===== src/rtl/clint_pkg.sv =====
// Shared definitions for the multi-hart CLINT: register offsets, bus FSM states,
// AXI response codes and the byte-strobe merge helper.
package clint_pkg;

    localparam logic [15:0] MSIP_BASE     = 16'h0000;
    localparam logic [15:0] MTIMECMP_BASE = 16'h4000;
    localparam logic [15:0] MTIME_OFS     = 16'hBFF8;

    localparam logic [1:0] RESP_OKAY   = 2'b00;
    localparam logic [1:0] RESP_SLVERR = 2'b10;

    typedef enum logic [1:0] {ST_IDLE, ST_WRESP, ST_RRESP} state_e;
    typedef enum logic [1:0] {REG_NONE, REG_MSIP, REG_MTIMECMP, REG_MTIME} reg_e;

    function automatic logic [63:0] strb_merge(input logic [63:0] old_v,
                                               input logic [63:0] new_v,
                                               input logic [7:0]  strb);
        logic [63:0] r;
        r = old_v;
        for (int b = 0; b < 8; b++)
            if (strb[b]) r[8*b +: 8] = new_v[8*b +: 8];
        return r;
    endfunction

endpackage


===== src/rtl/clint_axil_multihart_if.sv =====
// AXI4-Lite slave bundle (64-bit data) for the CLINT register port.
interface clint_axil_multihart_if #(parameter int ADDR_W = 64);

    logic              awvalid, awready;
    logic [ADDR_W-1:0] awaddr;
    logic              wvalid, wready;
    logic [63:0]       wdata;
    logic [7:0]        wstrb;
    logic              bvalid, bready;
    logic [1:0]        bresp;
    logic              arvalid, arready;
    logic [ADDR_W-1:0] araddr;
    logic              rvalid, rready;
    logic [63:0]       rdata;
    logic [1:0]        rresp;

    modport master (output awvalid, awaddr, wvalid, wdata, wstrb, bready, arvalid, araddr, rready,
                    input  awready, wready, bvalid, bresp, arready, rvalid, rdata, rresp);
    modport slave  (input  awvalid, awaddr, wvalid, wdata, wstrb, bready, arvalid, araddr, rready,
                    output awready, wready, bvalid, bresp, arready, rvalid, rdata, rresp);

endinterface


===== src/rtl/clint_rtc_tick.sv =====
// mtime tick source: either an aclk prescaler or a synchronised rising edge of rtc_i.
module clint_rtc_tick #(
    parameter int USE_EXT_RTC = 0,
    parameter int RTC_DIV     = 1
) (
    input  logic clk,
    input  logic rst_n,
    input  logic rtc_i,
    output logic tick_o
);

    generate
        if (USE_EXT_RTC != 0) begin : g_ext
            logic [1:0] sync;
            logic       prev;

            always_ff @(posedge clk) begin
                if (!rst_n) begin
                    sync <= '0;
                    prev <= 1'b0;
                end else begin
                    sync <= {sync[0], rtc_i};
                    prev <= sync[1];
                end
            end

            assign tick_o = sync[1] & ~prev;
        end else begin : g_int
            localparam int              CW   = (RTC_DIV > 1) ? $clog2(RTC_DIV) : 1;
            localparam logic [CW-1:0]   LAST = CW'(RTC_DIV - 1);
            logic [CW-1:0] cnt;
            logic          unused_rtc;

            always_ff @(posedge clk) begin
                if (!rst_n)           cnt <= '0;
                else if (cnt == LAST) cnt <= '0;
                else                  cnt <= cnt + 1'b1;
            end

            assign tick_o     = (cnt == LAST);
            assign unused_rtc = rtc_i;
        end
    endgenerate

endmodule


===== src/rtl/clint_axil_multihart.sv =====
// Multi-hart CLINT: AXI4-Lite register port, 64-bit mtime, per-hart mtimecmp/msip,
// registered timer and software interrupt outputs.
module clint_axil_multihart
    import clint_pkg::*;
#(
    parameter int AXI_ADDR_WIDTH = 64,
    parameter int NR_HARTS       = 1,
    parameter int USE_EXT_RTC    = 0,
    parameter int RTC_DIV        = 1
) (
    input  logic                   aclk,
    input  logic                   aresetn,
    input  logic                   rtc_i,
    clint_axil_multihart_if.slave  s_axil,
    output logic [NR_HARTS-1:0]    timer_irq_o,
    output logic [NR_HARTS-1:0]    ipi_o
);

    localparam int          HIW = (NR_HARTS > 1) ? $clog2(NR_HARTS) : 1;
    localparam logic [31:0] NH  = 32'(NR_HARTS);

    typedef struct packed {
        reg_e           kind;
        logic [HIW-1:0] idx;
    } dec_t;

    function automatic dec_t decode(input logic [15:0] a);
        dec_t d;
        d.kind = REG_NONE;
        d.idx  = '0;
        if (a[15:14] == MSIP_BASE[15:14] && 32'(a[13:2]) < NH) begin
            d.kind = REG_MSIP;
            d.idx  = a[2 +: HIW];
        end else if (a[15:14] == MTIMECMP_BASE[15:14] && 32'(a[13:3]) < NH) begin
            d.kind = REG_MTIMECMP;
            d.idx  = a[3 +: HIW];
        end else if (a[15:3] == MTIME_OFS[15:3]) begin
            d.kind = REG_MTIME;
        end
        return d;
    endfunction

    state_e                     state;
    logic [63:0]                mtime;
    logic [NR_HARTS-1:0]        msip;
    logic [NR_HARTS-1:0][63:0]  mtimecmp;
    logic                       bvalid, rvalid;
    logic [1:0]                 bresp, rresp, rd_resp;
    logic [63:0]                rdata, rd_val;
    logic                       tick, wr_fire, rd_fire, msip_wen, msip_wbit;
    dec_t                       wdec, rdec;
    logic                       unused_addr;

    clint_rtc_tick #(.USE_EXT_RTC(USE_EXT_RTC), .RTC_DIV(RTC_DIV)) u_tick (
        .clk(aclk), .rst_n(aresetn), .rtc_i(rtc_i), .tick_o(tick)
    );

    // Writes need both channels in the same cycle; any pending write half blocks reads.
    assign wr_fire = aresetn && state == ST_IDLE && s_axil.awvalid && s_axil.wvalid;
    assign rd_fire = aresetn && state == ST_IDLE && s_axil.arvalid &&
                     !(s_axil.awvalid || s_axil.wvalid);

    assign s_axil.awready = wr_fire;
    assign s_axil.wready  = wr_fire;
    assign s_axil.arready = rd_fire;
    assign s_axil.bvalid  = bvalid;
    assign s_axil.bresp   = bresp;
    assign s_axil.rvalid  = rvalid;
    assign s_axil.rdata   = rdata;
    assign s_axil.rresp   = rresp;

    assign wdec      = decode(s_axil.awaddr[15:0]);
    assign rdec      = decode(s_axil.araddr[15:0]);
    assign msip_wen  = s_axil.awaddr[2] ? s_axil.wstrb[4]  : s_axil.wstrb[0];
    assign msip_wbit = s_axil.awaddr[2] ? s_axil.wdata[32] : s_axil.wdata[0];

    assign unused_addr = ^{s_axil.awaddr[AXI_ADDR_WIDTH-1:16], s_axil.araddr[AXI_ADDR_WIDTH-1:16],
                           s_axil.awaddr[1:0], s_axil.araddr[1:0]};

    always_comb begin
        rd_val  = '0;
        rd_resp = RESP_OKAY;
        case (rdec.kind)
            REG_MSIP:     rd_val = s_axil.araddr[2] ? {31'b0, msip[rdec.idx], 32'b0}
                                                    : {63'b0, msip[rdec.idx]};
            REG_MTIMECMP: rd_val = mtimecmp[rdec.idx];
            REG_MTIME:    rd_val = mtime;
            default:      rd_resp = RESP_SLVERR;
        endcase
    end

    always_ff @(posedge aclk) begin
        if (!aresetn) begin
            state       <= ST_IDLE;
            bvalid      <= 1'b0;
            rvalid      <= 1'b0;
            bresp       <= RESP_OKAY;
            rresp       <= RESP_OKAY;
            rdata       <= '0;
            mtime       <= '0;
            msip        <= '0;
            mtimecmp    <= '1;
            timer_irq_o <= '0;
            ipi_o       <= '0;
        end else begin
            if (tick) mtime <= mtime + 64'd1;
            for (int h = 0; h < NR_HARTS; h++)
                timer_irq_o[h] <= (mtime >= mtimecmp[h]);
            ipi_o <= msip;

            case (state)
                ST_IDLE: begin
                    if (wr_fire) begin
                        bvalid <= 1'b1;
                        bresp  <= (wdec.kind == REG_NONE) ? RESP_SLVERR : RESP_OKAY;
                        state  <= ST_WRESP;
                        // Later assignment: a bus write to mtime overrides a same-cycle tick.
                        case (wdec.kind)
                            REG_MSIP:     if (msip_wen) msip[wdec.idx] <= msip_wbit;
                            REG_MTIMECMP: mtimecmp[wdec.idx] <= strb_merge(mtimecmp[wdec.idx],
                                                                   s_axil.wdata, s_axil.wstrb);
                            REG_MTIME:    mtime <= strb_merge(mtime, s_axil.wdata, s_axil.wstrb);
                            default: ;
                        endcase
                    end else if (rd_fire) begin
                        rvalid <= 1'b1;
                        rdata  <= rd_val;
                        rresp  <= rd_resp;
                        state  <= ST_RRESP;
                    end
                end
                ST_WRESP: if (s_axil.bready) begin
                    bvalid <= 1'b0;
                    state  <= ST_IDLE;
                end
                ST_RRESP: if (s_axil.rready) begin
                    rvalid <= 1'b0;
                    state  <= ST_IDLE;
                end
                default: state <= ST_IDLE;
            endcase
        end
    end

endmodule


===== src/flat_wrapper.sv =====
// flat-port wrapper written by rule: the top's interface ports become plain ports
module clint_axil_multihart_flat import clint_pkg::*;
#(
    parameter int AXI_ADDR_WIDTH = 64,
    parameter int NR_HARTS       = 1,
    parameter int USE_EXT_RTC    = 0,
    parameter int RTC_DIV        = 1
)
  (aclk, aresetn, rtc_i, timer_irq_o, ipi_o, s_axil_awvalid, s_axil_awaddr, s_axil_wvalid, s_axil_wdata, s_axil_wstrb, s_axil_bready, s_axil_arvalid, s_axil_araddr, s_axil_rready, s_axil_awready, s_axil_wready, s_axil_bvalid, s_axil_bresp, s_axil_arready, s_axil_rvalid, s_axil_rdata, s_axil_rresp);
  clint_axil_multihart_if #(.ADDR_W(64)) s_axil_i ();
  input  logic aclk;
  input  logic aresetn;
  input  logic rtc_i;
  output logic [NR_HARTS-1:0] timer_irq_o;
  output logic [NR_HARTS-1:0] ipi_o;
  input wire logic [$bits(s_axil_i.awvalid)-1:0] s_axil_awvalid;
  input wire logic [$bits(s_axil_i.awaddr)-1:0] s_axil_awaddr;
  input wire logic [$bits(s_axil_i.wvalid)-1:0] s_axil_wvalid;
  input wire logic [$bits(s_axil_i.wdata)-1:0] s_axil_wdata;
  input wire logic [$bits(s_axil_i.wstrb)-1:0] s_axil_wstrb;
  input wire logic [$bits(s_axil_i.bready)-1:0] s_axil_bready;
  input wire logic [$bits(s_axil_i.arvalid)-1:0] s_axil_arvalid;
  input wire logic [$bits(s_axil_i.araddr)-1:0] s_axil_araddr;
  input wire logic [$bits(s_axil_i.rready)-1:0] s_axil_rready;
  output wire logic [$bits(s_axil_i.awready)-1:0] s_axil_awready;
  output wire logic [$bits(s_axil_i.wready)-1:0] s_axil_wready;
  output wire logic [$bits(s_axil_i.bvalid)-1:0] s_axil_bvalid;
  output wire logic [$bits(s_axil_i.bresp)-1:0] s_axil_bresp;
  output wire logic [$bits(s_axil_i.arready)-1:0] s_axil_arready;
  output wire logic [$bits(s_axil_i.rvalid)-1:0] s_axil_rvalid;
  output wire logic [$bits(s_axil_i.rdata)-1:0] s_axil_rdata;
  output wire logic [$bits(s_axil_i.rresp)-1:0] s_axil_rresp;
  assign s_axil_i.awvalid = s_axil_awvalid;
  assign s_axil_i.awaddr = s_axil_awaddr;
  assign s_axil_i.wvalid = s_axil_wvalid;
  assign s_axil_i.wdata = s_axil_wdata;
  assign s_axil_i.wstrb = s_axil_wstrb;
  assign s_axil_i.bready = s_axil_bready;
  assign s_axil_i.arvalid = s_axil_arvalid;
  assign s_axil_i.araddr = s_axil_araddr;
  assign s_axil_i.rready = s_axil_rready;
  assign s_axil_awready = s_axil_i.awready;
  assign s_axil_wready = s_axil_i.wready;
  assign s_axil_bvalid = s_axil_i.bvalid;
  assign s_axil_bresp = s_axil_i.bresp;
  assign s_axil_arready = s_axil_i.arready;
  assign s_axil_rvalid = s_axil_i.rvalid;
  assign s_axil_rdata = s_axil_i.rdata;
  assign s_axil_rresp = s_axil_i.rresp;
  clint_axil_multihart #(.AXI_ADDR_WIDTH(AXI_ADDR_WIDTH), .NR_HARTS(NR_HARTS), .USE_EXT_RTC(USE_EXT_RTC), .RTC_DIV(RTC_DIV)) u_core (.aclk(aclk), .aresetn(aresetn), .rtc_i(rtc_i), .s_axil(s_axil_i), .timer_irq_o(timer_irq_o), .ipi_o(ipi_o));
endmodule

===== config.mk =====
export PLATFORM = sky130hd
export DESIGN_NAME = clint_axil_multihart_flat
export DESIGN_NICKNAME = d
export VERILOG_FILES = /design/src/rtl/clint_pkg.sv /design/src/rtl/clint_axil_multihart_if.sv /design/src/rtl/clint_rtc_tick.sv /design/src/rtl/clint_axil_multihart.sv /design/src/flat_wrapper.sv
export SDC_FILE = /design/constraint.sdc
export NUM_CORES = 1
export LEC_CHECK = 0
export ABC_CLOCK_PERIOD_IN_PS = 3200
export BUFFER_PORTS_ARGS = -buffer_cell sky130_fd_sc_hd__buf_4
export CORE_MARGIN = 3
export CORE_UTILIZATION = 35
export CTS_CLUSTER_SIZE = 30
export DETAILED_ROUTE_END_ITERATION = 8
export GPL_TIMING_DRIVEN = 0
export PLACE_DENSITY = 0.53
export SETUP_SLACK_MARGIN = 0.1
export SLEW_MARGIN = 15
export SYNTH_ARGS = -nofsm -noshare
export SYNTH_HDL_FRONTEND = slang
export SYNTH_HIERARCHICAL = 1
export SYNTH_SLANG_ARGS = --single-unit

===== constraint.sdc =====
create_clock -name aclk -period 3.2 [get_ports aclk]
set_clock_uncertainty 0.1 [all_clocks]
set_input_delay 0.32 -clock aclk [delete_from_list [all_inputs] [get_ports aclk]]
set_output_delay 0.32 -clock aclk [all_outputs]
set_load 0.1 [all_outputs]

# Word-level counts from Yosys, hierarchy flattened
# Cells that the tools add are included.
# word_totals
reg_bits	204
in_bits	208
out_inout_bits	75
word_cells	168
# op_classes
add_sub_neg	2
magnitude_cmp	8
n_eq_ne	26
muxes	85
bitwise_logic	1
n_reduce_logical	27
# ops
op	count
2-to-1 mux 64 bit	7
2-to-1 mux 8 bit	48
one-hot mux 64 bit (3 select lines)	1
adder 64 x 1 -> 64 bit, second input constant	1
bitwise mux 64 bit	1
greater-or-equal comparator 64 bit	1
2-to-1 mux 33 bit	1
!= test 4 bit, second input constant	8
== test 13 bit, second input constant	2
less-than comparator 12 x 1 -> 1 bit, second input constant	2
less-than comparator 11 x 1 -> 1 bit, second input constant	2
2-to-1 mux 2 bit	10
AND reduction 3 bit	4
2-to-1 mux 1 bit	11
== test 2 x 1 -> 1 bit, second input constant	5
== test 2 bit, second input constant	5
logical AND 1 bit	10
!= test 2 bit, second input constant	5
zero test 2 bit	4
AND reduction 4 bit	2
2-to-1 mux 3 bit	2
one-hot mux 2 bit (3 select lines)	1
one-hot mux 1 bit (2 select lines)	2
AND reduction 2 bit	2
10 further kinds	12

# Logic depth before layout (Yosys ltp)
# Gate-level depths: netlist of run 1.
# logic_depth
word_depth	12
depth_mapped	10
depth_no_buf	8

# Hierarchy
# Netlist of run 1, hierarchy kept.
# by_module_without_submodules
module	n_inst	cells_each	area_per_inst_um2	seq_area_each_um2
clint_axil_multihart	1	1354	10641.5	4023.9
clint_rtc_tick	1	3	27.5	20.0

# Worst setup path after synthesis of run 1
# No wires, ideal clock.
# synth_timing
path_kind	flip-flop to flip-flop
from	register u_core.state[1]
to	register u_core.mtime[4]
setup_time_ps	119
arrival_ps	2724
required_ps	2981
setup_slack_ps	257
stages_incl_launch_ff	10
n_path_buf	3
synth_period_minus_slack_ps	2943
path_cell_list	dfxtp_1 > nor2_1 > nand4_1 > inv_1 > o2111a_1 > buf_6 > buf_2 > buf_1 > nand2_1 > o221a_2
# synth_between
elab_chain_cells	6
word_cells_on_any_way	7
classes_between	1 x eq/ne; 2 x mux; 4 x reduce/logical
# synth_rtl
element	line	rtl
from (decl)	clint_axil_multihart.sv:43	state_e state;
from (signal assigned)	clint_axil_multihart.sv:94	state <= ST_IDLE;
from (signal assigned)	clint_axil_multihart.sv:116	state <= ST_WRESP;
from (signal assigned)	clint_axil_multihart.sv:129	state <= ST_RRESP;
zero test 2 bit *	clint_axil_multihart.sv:59	assign wr_fire = aresetn && state == ST_IDLE && s_axil.awvalid && s_axil.wvalid;
logical AND 1 bit * (3 in a row)	clint_axil_multihart.sv:59	
named net s_axil_awready	flat_wrapper.sv:25	output wire logic [$bits(s_axil_i.awready)-1:0] s_axil_awready;
2-to-1 mux 64 bit	clint_axil_multihart.sv:113	if (wr_fire) begin
2-to-1 mux 64 bit	clint_axil_multihart.sv:111	case (state)
to (signal assigned)	clint_axil_multihart.sv:106	if (tick) mtime <= mtime + 64'd1;
to (signal assigned)	clint_axil_multihart.sv:122	REG_MTIME: mtime <= strb_merge(mtime, s_axil.wdata, s_axil.wstrb);
to (decl)	clint_axil_multihart.sv:44	logic [63:0] mtime;
# Mark *: on every way through the listed nets, which the timed path passes. The rest lies on a longest branch.
# A chain may end at the register's enable or synchronous reset.

# Final worst setup path of run 1
# layout_timing
from	register u_core.mtime[27]
to	register u_core.mtime[56]
# layout_between
elab_chain_cells	5
# layout_rtl
element	line	rtl
adder 64 x 1 -> 64 bit *	clint_axil_multihart.sv:106	
2-to-1 mux 64 bit *	clint_axil_multihart.sv:106	
2-to-1 mux 64 bit	clint_axil_multihart.sv:118	case (wdec.kind)
2-to-1 mux 64 bit	clint_axil_multihart.sv:113	
2-to-1 mux 64 bit *	clint_axil_multihart.sv:111	
# Mark *: on every way between the ends. The rest lies on a longest branch, timed or not.

==> key figures, run 1 <==
Outcome
  – Outcome: finished, final reports clean

Timing
  – Final WS setup: 0.267 ns
  – Worst Tran Pin Value: 0.950 ns
  – Rel. slew slack: 0.366
  – Hold Vio Cnt, Final: 0
  – Final setup fails: 0
  – Fmax: 341 MHz
  – Minimum clock period: 2.93 ns
  – RSZ-0062 raised after global routing: yes
  – Max-slew violation count: 0
  – Final period util: 0.916

Global routing
  – Global route overflow: 0
  – Initial antenna violation count: 0
  – GRT Overall Usage: 0.231
  – Global-route wire length before repair: 61.3 mm
  – Number of global-route vias before repair: 10,900
  – Largest net degree at the start of global routing: 13

Synth
  – Mapped cell area: 10,700 sq um
  – Synthesized instance count: 1,357
  – Post-synth EDFFs: 0
  – Synthesized flop and latch total: 202
  – Avg Inst Size Synth: 7.86 sq um
  – Top_reg_cell synth: dfxtp_1
  – Asr flop ratio synth: 0
  – Syn. warnings: 6
  – Sequential-to-total area share from yosys stat: 0.379
  – Number of library cell types mapped by synthesis: 62

Setup path
  – CP cell instances: clkbuf_2 -> nand4_1 -> nor3b_2 -> nand3_1 -> nor4_2 -> a311oi_1 -> a211oi_1
  – CP Max Fanout: 10
  – CP Capture Type: flop
  – WS Path Type: flop to flop
  – Slowest-stage cell, CP: nor4_2
  – FF-to-FF setup slack: 0.27 ns
  – Cells on worst reg2reg path: 7
  – Max incr delay on CP: 0.68 ns
  – Setup crit start: u_core/mtime[27]
  – Critical path required time: 3.54 ns
  – Reg-to-reg startpoint: u_core/mtime[27]
  – Launching element type of the critical path: flop
  – Critical path destination: u_core/mtime[56]
  – CP arrival: 3.28 ns
  – Worst R2R End: u_core/mtime[56]

Die
  – Row cnt: 63
  – I/O pin total: 283
  – Die X: 181 um
  – Core area: 29,900 sq um
  – Die Y: 181 um
  – Starting Density: 0.357
  – Die area: 32,600 sq um

Placement
  – GPL Wtd Cong: 0.860
  – Port bufs: 179
  – DP Worst Slack: -0.0117 ns
  – HPWL after detailed placement: 28.9 mm

Clock network
  – Reg clk slew, reported paths: 0.06 ns
  – Clk root buf: clkbuf_16
  – Clk Latency, worst-skew pair: 0.53 ns
  – Clock Path Buffers: 3
  – CTS tree: yes
  – CTS Buf Count: 26
  – Number of H-tree levels: 1
  – Clk sinks: 202

Detailed routing
  – Drt drc: 0
  – Final WL: 39.1 mm
  – Avg WL per Cell: 19.2 um
  – TritonRoute pass-1 iters: 5
  – Remaining antenna violation count after routing: 0
  – Routed via count: 11,400
  – Via density per instance: 5.61
  – Initial DRC count: 921

Min path
  – Hold path start: s_axil_araddr[2]
  – Worst Hold Class: input port to flop

Layout
  – Most frequent cells in the layout: dfxtp_1 (202), buf_4 (187), nand3_1 (165), nand2_1 (137), a21oi_1 (121)
  – Filler instances: 3,007
  – Storage element area: 4040 sq um
  – Area of the multi-input gates: 5970 sq um
  – Area growth syn-to-layout: 31.5%
  – Antenna Cells: 0
  – Final nets: 1,910
  – Layout cells sized above 1: 0.150
  – Util after Layout: 0.469
  – Most common cell after layout, fill and taps aside: dfxtp_1

Power
  – Pwr/cell area: 442 nW/um^2
  – Total power: 6.20 mW
  – VDD IR max: 0.331 mV
  – LEAKAGE: 6.49 nW

Job
  – Maxcap violations: 0
## power by group
part / leakage, nW / switching, mW / internal (mW)
sequential: 1.64 / 0.0293 / 2.57
clock: 0.391 / 1.11 / 1.63
combinational: 4.46 / 0.599 / 0.261
## critical path: cells and delay by family, from the launching register on
family	cells	cell delay [ns]
and+or+nand+nor	4	1.79
buffers and inverters	1	0.20
DFF	1	0.33
AOI/OAI and AO/OA	2	0.43
## cell families after synthesis
| group | share of synthesized area |
|---|---|
| adder cells (fa/ha/maj) | 0.0762 |
| multiplexers | 0.00293 |
| AND/OR/NAND/NOR | 0.257 |
| AO/OA/AOI/OAI | 0.221 |
| other | 0.000704 |
| buffers and inverters | 0.0631 |
| flip-flops | 0.379 |
## registers in the layout, summed over array words and instances (netlist names)
name,cells
u_core/u_tick/g_int.cnt,1
u_core/s_axil.rvalid,1
u_core/msip,1
u_core/mtimecmp,64
u_core/s_axil.bresp,1
u_core/ipi_o,1
u_core/s_axil.bvalid,1
u_core/s_axil.rdata,64
u_core/state,2
u_core/timer_irq_o,1
u_core/s_axil.rresp,1
u_core/mtime,64
## timing repair
action | CTS | global route
endpoints found under the hold margin | 102 | 0
hold buffers | 66 | 0
gates cloned | 0 | 0
resized for setup | 3 | 5
pin swaps | 0 | 2
buffers inserted | 0 | 4
endpoints found under the setup margin | 22 | 46
## worst min-delay path by stage
stage               slack, ns  cells after the start                     end
floorplan                0.34                      1    u_core/s_axil.rvalid
global placement         0.36                      2    u_core/s_axil.bvalid
detailed placement       0.35                      2    u_core/s_axil.bvalid
CTS                      0.06                      3  u_core/s_axil.rresp[1]
global route             0.08                      3  u_core/s_axil.rresp[1]
finish                   0.08                      3  u_core/s_axil.rresp[1]
## cells in the mapped netlist, drive strengths merged, types with 3 or more instances
master,count,share of area
dfxtp,202,0.38
nand3,165,0.077
nand2,137,0.048
a21oi,121,0.057
nor2,104,0.037
inv,80,0.028
clkbuf,78,0.028
ha,65,0.076
a221oi,64,0.053
o21ai,44,0.021
nor3,29,0.014
nand4,27,0.016
a31oi,23,0.013
a211oi,20,0.014
nor4,18,0.012
and3,17,0.010
and2,15,0.0088
o211ai,14,0.0099
or3,14,0.0087
buf,13,0.0074
a311oi,12,0.0099
and4,9,0.0074
a21o,8,0.0056
or4,7,0.0049
a2bb2oi,6,0.0049
o311ai,6,0.0049
nor3b,5,0.0040
nand2b,4,0.0023
o2111a,4,0.0042
a22oi,3,0.0021
nand4b,3,0.0025
o21a,3,0.0021
## per-layer routing
metal  vias up  global-route usage  part of all wire
li1       5576                   -                 -
met3        62              0.0331             0.058
met1      5433               0.318              0.46
met2       372               0.380              0.46
met4         0              0.0596             0.023
met5         -                   0                 0
## through the flow
stage	hold slack (ns)	setup TNS (ns)	cells	cell area (sq um)
floorplan	0.339	0	1358	10700
global placement	0.357	-48.27	1927	12500
detailed placement	0.353	-0.0139	1928	12500
CTS	0.0605	0	2036	14000
global route	0.0815	0	2041	14000
finish	0.0828	0	2041	14000
## cell type report
class	instances	share of cell area
plain buffers	91	0.0271
clock buffers	38	0.0547
clock inverters	4	0.00143
inverters	80	0.0214
multi-input cells	985	0.426
flip-flops and latches	202	0.288
well taps	390	0.0348
repair buffers	251	0.147
No activity file was read; power rests on OpenSTA's default activity.
==> run 2, diff against run 1 <==
--- a/config.mk
+++ b/config.mk
@@ -5,14 +5,14 @@
 export SDC_FILE = /design/constraint.sdc
 export NUM_CORES = 1
 export LEC_CHECK = 0
-export ABC_CLOCK_PERIOD_IN_PS = 3200
+export ABC_CLOCK_PERIOD_IN_PS = 2500
 export BUFFER_PORTS_ARGS = -buffer_cell sky130_fd_sc_hd__buf_4
 export CORE_MARGIN = 3
 export CORE_UTILIZATION = 35
 export CTS_CLUSTER_SIZE = 30
 export DETAILED_ROUTE_END_ITERATION = 8
 export GPL_TIMING_DRIVEN = 0
-export PLACE_DENSITY = 0.53
+export PLACE_DENSITY = 0.55
 export SETUP_SLACK_MARGIN = 0.1
 export SLEW_MARGIN = 15
 export SYNTH_ARGS = -nofsm -noshare
==> constraint.sdc (replaced) <==
create_clock -name aclk -period 2.5 [get_ports aclk]
set_clock_uncertainty 0.1 [all_clocks]
set_input_delay 0.25 -clock aclk [delete_from_list [all_inputs] [get_ports aclk]]
set_output_delay 0.25 -clock aclk [all_outputs]
set_load 0.1 [all_outputs]
==> key figures, run 2 (synthesis results as in run 1) <==
Die
  – Die X: 181 um
  – Die Y: 181 um
  – Starting Density: 0.357
  – I/O pin total: 283
  – Die area: 32,600 sq um
  – Core area: 29,900 sq um
  – Row cnt: 63

Timing
  – Final WS setup: 0.0512 ns
  – RSZ-0062 raised after global routing: yes
  – Max-slew violation count: 0
  – Minimum clock period: 2.45 ns
  – Fmax: 408 MHz
  – Final period util: 0.980
  – Setup_tns: 0 ns
  – Rel. slew slack: 0.337
  – Hold Vio Cnt, Final: 0
  – Final setup fails: 0
  – Worst Tran Pin Value: 0.995 ns

Setup path
  – CP Max Fanout: 5
  – Setup crit start: u_core/mtime[8]
  – CP cell instances: and4_4 -> and3_4 -> buf_6 -> nand4_1 -> or3_4 -> clkbuf_16 -> or3_1 -> a31oi_1
  – Reg-to-reg startpoint: u_core/mtime[8]
  – CP arrival: 2.78 ns
  – Worst R2R End: u_core/mtime[38]
  – Critical path destination: u_core/mtime[38]
  – Slowest-stage cell, CP: or3_4
  – Critical path required time: 2.83 ns
  – FF-to-FF setup slack: 0.05 ns
  – WS Path Type: flop to flop
  – CP Capture Type: flop
  – Cells on worst reg2reg path: 8
  – Launching element type of the critical path: flop
  – Max incr delay on CP: 0.53 ns

Placement
  – DP Worst Slack: -0.680 ns
  – Port bufs: 179
  – Post-Place Cell Area: 12,600 sq um
  – GPL Wtd Cong: 0.915
  – HPWL after detailed placement: 29.7 mm

Power
  – Pwr/cell area: 556 nW/um^2
  – VDD IR max: 0.529 mV
  – LEAKAGE: 6.86 nW

Detailed routing
  – Post-Route M1 WL: 18.6 mm
  – Routed wl met2: 19.1 mm
  – Highest routed layer: met4
  – WL met3: 2.62 mm
  – Avg WL per Cell: 20.1 um
  – Via density per instance: 5.70
  – Routed via count: 11,800
  – Final WL: 41.6 mm
  – Initial DRC count: 1,016
  – Drt drc: 0
  – TritonRoute pass-1 iters: 5
  – Remaining antenna violation count after routing: 0

Layout
  – Design Area, Final: 14,800 sq um
  – Most frequent cells in the layout: buf_4 (217), dfxtp_1 (173), nand3_1 (161), nand2_1 (130), a21oi_1 (121)
  – Area growth syn-to-layout: 38.6%
  – Top flop regs: u_core/mtime x64, u_core/mtimecmp x64, u_core/s_axil.rdata x64
  – Final nets: 1,938
  – Layout cells sized above 1: 0.219
  – Most common cell after layout, fill and taps aside: buf_4
  – Antenna Cells: 0

Clock network
  – CTS Buf Count: 24
  – CTS tree: yes
  – Reg clk slew, reported paths: 0.06 ns
  – Clk sinks: 202
  – Clk Latency, worst-skew pair: 0.52 ns
  – Number of H-tree levels: 1
  – Clock Path Buffers: 3
  – Clk root buf: clkbuf_16

Min path
  – Hold path start: s_axil_wstrb[5]
  – Worst Hold Class: input port to flop
  – Worst Hold Path Cells: 4

Global routing
  – Number of global-route vias before repair: 11,200
  – Initial antenna violation count: 0
  – Global route overflow: 0
  – GRT Overall Usage: 0.242
  – Largest net degree at the start of global routing: 13
  – Global-route wire length before repair: 63.7 mm

Job
  – Maxcap violations: 0

Outcome
  – Outcome: finished, final reports clean
## run 2: how the worst min path moves through the flow
| stage | endpoint |
|---|---|
| after floorplan | u_core/s_axil.rvalid |
| after global placement | u_core/s_axil.bvalid |
| after detailed placement | u_core/s_axil.bvalid |
| after CTS | u_core/mtime[10] |
| after global routing | u_core/mtime[47] |
| final | u_core/mtime[47] |
## run 2: cell type report
| cell class | instances | area [sq um] |
|---|---|---|
| Fill cell | 2938 | 15100 |
| Multi-Input combinational cell | 985 | 6260 |
| Sequential cell | 202 | 4100 |
| Timing Repair Buffer | 281 | 2300 |
| Clock buffer | 35 | 743 |
| Tap cell | 390 | 488 |
| Buffer | 91 | 484 |
| Inverter | 80 | 304 |
| Clock inverter | 6 | 105 |
## run 2: repair_timing
action	in CTS	in global routing
hold buffers	66	0
setup buffers	24	10
hold endpoints to repair	124	0
gates cloned	0	1
resized for setup	75	67
pin swaps	12	20
setup endpoints to repair	183	108
## run 2: power breakdown
group	switching (mW)	leakage (nW)	internal, mW
clock	1.42	0.422	2.35
combinational	0.780	4.79	0.343
sequential	0.0441	1.66	3.28
total	2.24	6.86	5.97
## run 2: routing by layer
layer	GRT usage	vias to the layer above
li1	-	5651
met1	0.339	5633
met2	0.388	427
met3	0.0289	79
met4	0.0835	0
met5	0	-
## run 2: critical path: cells and delay by family, from the launching register on
family                 cells  cell delay, ns
and+or+nand+nor            5            1.50
AOI/OAI and AO/OA          1            0.12
buffers and inverters      2            0.29
DFF                        1            0.34
## run 2: through the flow
stage	hold slack, ns	power [mW]	cells	utilization
2_1_floorplan	0.269	4.04	1358	-
3_3_place_gp	0.351	4.42	1927	0.421
3_5_place_dp	0.360	4.42	1928	0.421
4_1_cts	0.0371	8.29	2059	0.486
5_1_grt	0.0736	8.47	2070	0.495
6_report	0.0585	8.22	2070	0.495
==> run 3, diff against run 2 <==
--- a/config.mk
+++ b/config.mk
@@ -17,5 +17,4 @@
 export SLEW_MARGIN = 15
 export SYNTH_ARGS = -nofsm -noshare
 export SYNTH_HDL_FRONTEND = slang
-export SYNTH_HIERARCHICAL = 1
 export SYNTH_SLANG_ARGS = --single-unit
==> key figures, run 3 <==
Layout
  – Layout cells sized above 1: 0.264
  – Most frequent cells in the layout: buf_4 (231), dfxtp_1 (165), nand2_1 (124), a21oi_1 (122), nor2_1 (102)
  – Top flop regs: u_core.mtime x64, u_core.mtimecmp x64, u_core.s_axil.rdata x64
  – Layout Cells excl Fill: 2,108
  – Area of the multi-input gates: 6630 sq um
  – Storage element area: 4130 sq um
  – Antenna Cells: 0
  – Filler instances: 2,907
  – Area growth syn-to-layout: 43.8%
  – Final nets: 1,972
  – Most common cell after layout, fill and taps aside: buf_4
  – Util after Layout: 0.519

Setup path
  – Most used cell, CP: or4_4
  – CP Capture Type: flop
  – Launching element type of the critical path: flop
  – CP delay by family, top: simple AND/OR/NAND/NOR gates
  – CP cell instances: and3_2 -> nand4_4 -> or4_4 -> or3_4 -> or4_4 -> a31oi_1
  – CP arrival: 3.02 ns
  – Worst path bufs/invs: 0
  – Critical path required time: 2.86 ns
  – WS Path Type: flop to flop
  – Max incr delay on CP: 0.56 ns
  – Slowest-stage cell, CP: or4_4
  – CP Max Fanout: 7

Synth
  – Syn. warnings: 0
  – Most common cell in the netlist: dfxtp_1
  – Sequential-to-total area share from yosys stat: 0.371
  – Synth cell count leaders: dfxtp_1 (202), nand2_1 (127), a21oi_1 (124)
  – Mapped cell area: 10,900 sq um
  – Asr flop ratio synth: 0
  – Post-synth EDFFs: 0
  – Number of library cell types mapped by synthesis: 74
  – Dominant cell type by area after synthesis: dfxtp_1
  – Avg Inst Size Synth: 8.00 sq um
  – Synthesized instance count: 1,362
  – Yosys top cell area share: 0.371
  – Top cells by area, synth: dfxtp_1 (37%), ha_1 (7.5%), a21oi_1 (5.7%)
  – Synthesized flop and latch total: 202
  – Top_reg_cell synth: dfxtp_1

Clock network
  – Number of H-tree levels: 1
  – CTS tree: yes
  – Clk root buf: clkbuf_16
  – CTS Buf Count: 25
  – Clk Latency, worst-skew pair: 0.54 ns
  – Clock Path Buffers: 3
  – Clk sinks: 202
  – Reg clk slew, reported paths: 0.06 ns

Timing
  – Minimum clock period: 2.66 ns
  – Max-slew violation count: 0
  – Rel. slew slack: 0.378
  – Hold Vio Cnt, Final: 0
  – Worst Tran Pin Value: 0.933 ns
  – RSZ-0062 raised after global routing: yes
  – Fmax: 376 MHz
  – Final WS setup: -0.157 ns
  – Final setup fails: 12
  – Hold_ws: 0.0365 ns
  – Final period util: 1.06

Die
  – Core area: 30,200 sq um
  – Die area: 33,300 sq um
  – Row cnt: 63
  – Die X: 182 um
  – Die Y: 182 um
  – Starting Density: 0.361
  – I/O pin total: 283

Power
  – VDD IR max: 0.401 mV
  – LEAKAGE: 6.87 nW
  – Switching power: 2.35 mW
  – Sequential group share of total power: 0.388
  – Clock power share: 0.477
  – Internal Dissipation: 6.18 mW
  – Logic pwr share: 0.134
  – Pwr/cell area: 544 nW/um^2
  – Net Sw Frac: 0.276

Placement
  – HPWL after detailed placement: 31.3 mm
  – GPL Wtd Cong: 0.890
  – Port bufs: 177
  – Placed cells: 1,933

Detailed routing
  – Initial DRC count: 964
  – Final WL: 43.2 mm
  – Via density per instance: 5.78
  – Routed via count: 12,200
  – Drt drc: 0
  – Remaining antenna violation count after routing: 0
  – TritonRoute pass-1 iters: 6
  – Avg WL per Cell: 20.5 um

Global routing
  – GRT Overall Usage: 0.247
  – Number of global-route vias before repair: 11,600
  – Largest net degree at the start of global routing: 13
  – Initial antenna violation count: 0
  – Global route overflow: 0
  – Global-route wire length before repair: 66.1 mm

Outcome
  – Outcome: finished with violations
  – Failing checks: setup timing

Min path
  – Worst Hold Class: input port to flop

Job
  – Maxcap violations: 0
-- run 3: routing by layer --
metal,vias up,share of wire,global-route usage
met5,-,0,0
li1,5786,-,-
met3,103,0.068,0.0377
met2,467,0.46,0.407
met4,0,0.035,0.0756
met1,5828,0.44,0.334
-- run 3: layout make-up --
cell class / count / area share
multi-input cells: 975 / 0.423
inverters: 86 / 0.0211
plain buffers: 101 / 0.0384
clock buffers: 32 / 0.0461
repair buffers: 308 / 0.164
flip-flops and latches: 202 / 0.264
clock inverters: 14 / 0.0130
well taps: 390 / 0.0311
-- run 3: worst paths after layout --
path / start / endpoint / slack [ns] / cells past startpoint
worst min register to register: u_core.state[0] / u_core.state[1] / 0.39 / 1
worst max register to register: u_core.mtime[3] / u_core.mtime[43] / -0.16 / 6
worst max-delay path: u_core.mtime[3] / u_core.mtime[43] / -0.16 / 6
worst min-delay path: s_axil_wstrb[1] / u_core.mtime[8] / 0.04 / 4
-- run 3: through the flow --
| stage | power (mW) | area, sq um | TNS [ns] | setup WS [ns] |
|---|---|---|---|---|
| floorplan | 4.05 | 11000 | -0.0720 | -0.0366 |
| global placement | 4.41 | 12800 | -238.70 | -2.16 |
| detailed placement | 4.42 | 12800 | -181.02 | -1.48 |
| CTS | 8.57 | 15100 | -0.613 | -0.137 |
| global route | 8.77 | 15700 | -2.34 | -0.213 |
| finish | 8.53 | 15700 | -1.05 | -0.157 |
-- run 3: logic make-up after synthesis --
family / synth area share
simple gates: 0.224
compound gates: 0.252
flops: 0.371
buf+inv: 0.0664
fa+ha+maj: 0.0746
mux: 0.00964
xor+xnor: 0.00241
other cells: 0.000344
-- run 3: worst register-to-register path, delay by kind of cell, from the launching register on --
family | cells | cell delay [ns]
flops | 1 | 0.40
compound gates | 1 | 0.16
simple gates | 5 | 1.91
-- run 3: power by group through the flow --
stage	combinational (mW)	clock, mW	sequential (mW)
6_report	1.15	4.07	3.31
3_5_place_dp	1.02	0	3.40
2_1_floorplan	0.207	0	3.84
4_1_cts	1.13	4.12	3.32
5_1_grt	1.20	4.25	3.32
3_3_place_gp	1.02	0	3.39
-- run 3: repair_timing --
item / CTS / global route
gates resized for setup: 132 / 116
pin swaps: 29 / 47
buffers inserted: 32 / 28
hold buffers: 68 / 0
endpoints found under the setup margin: 179 / 129
endpoints found under the hold margin: 122 / 0
cloned: 1 / 0
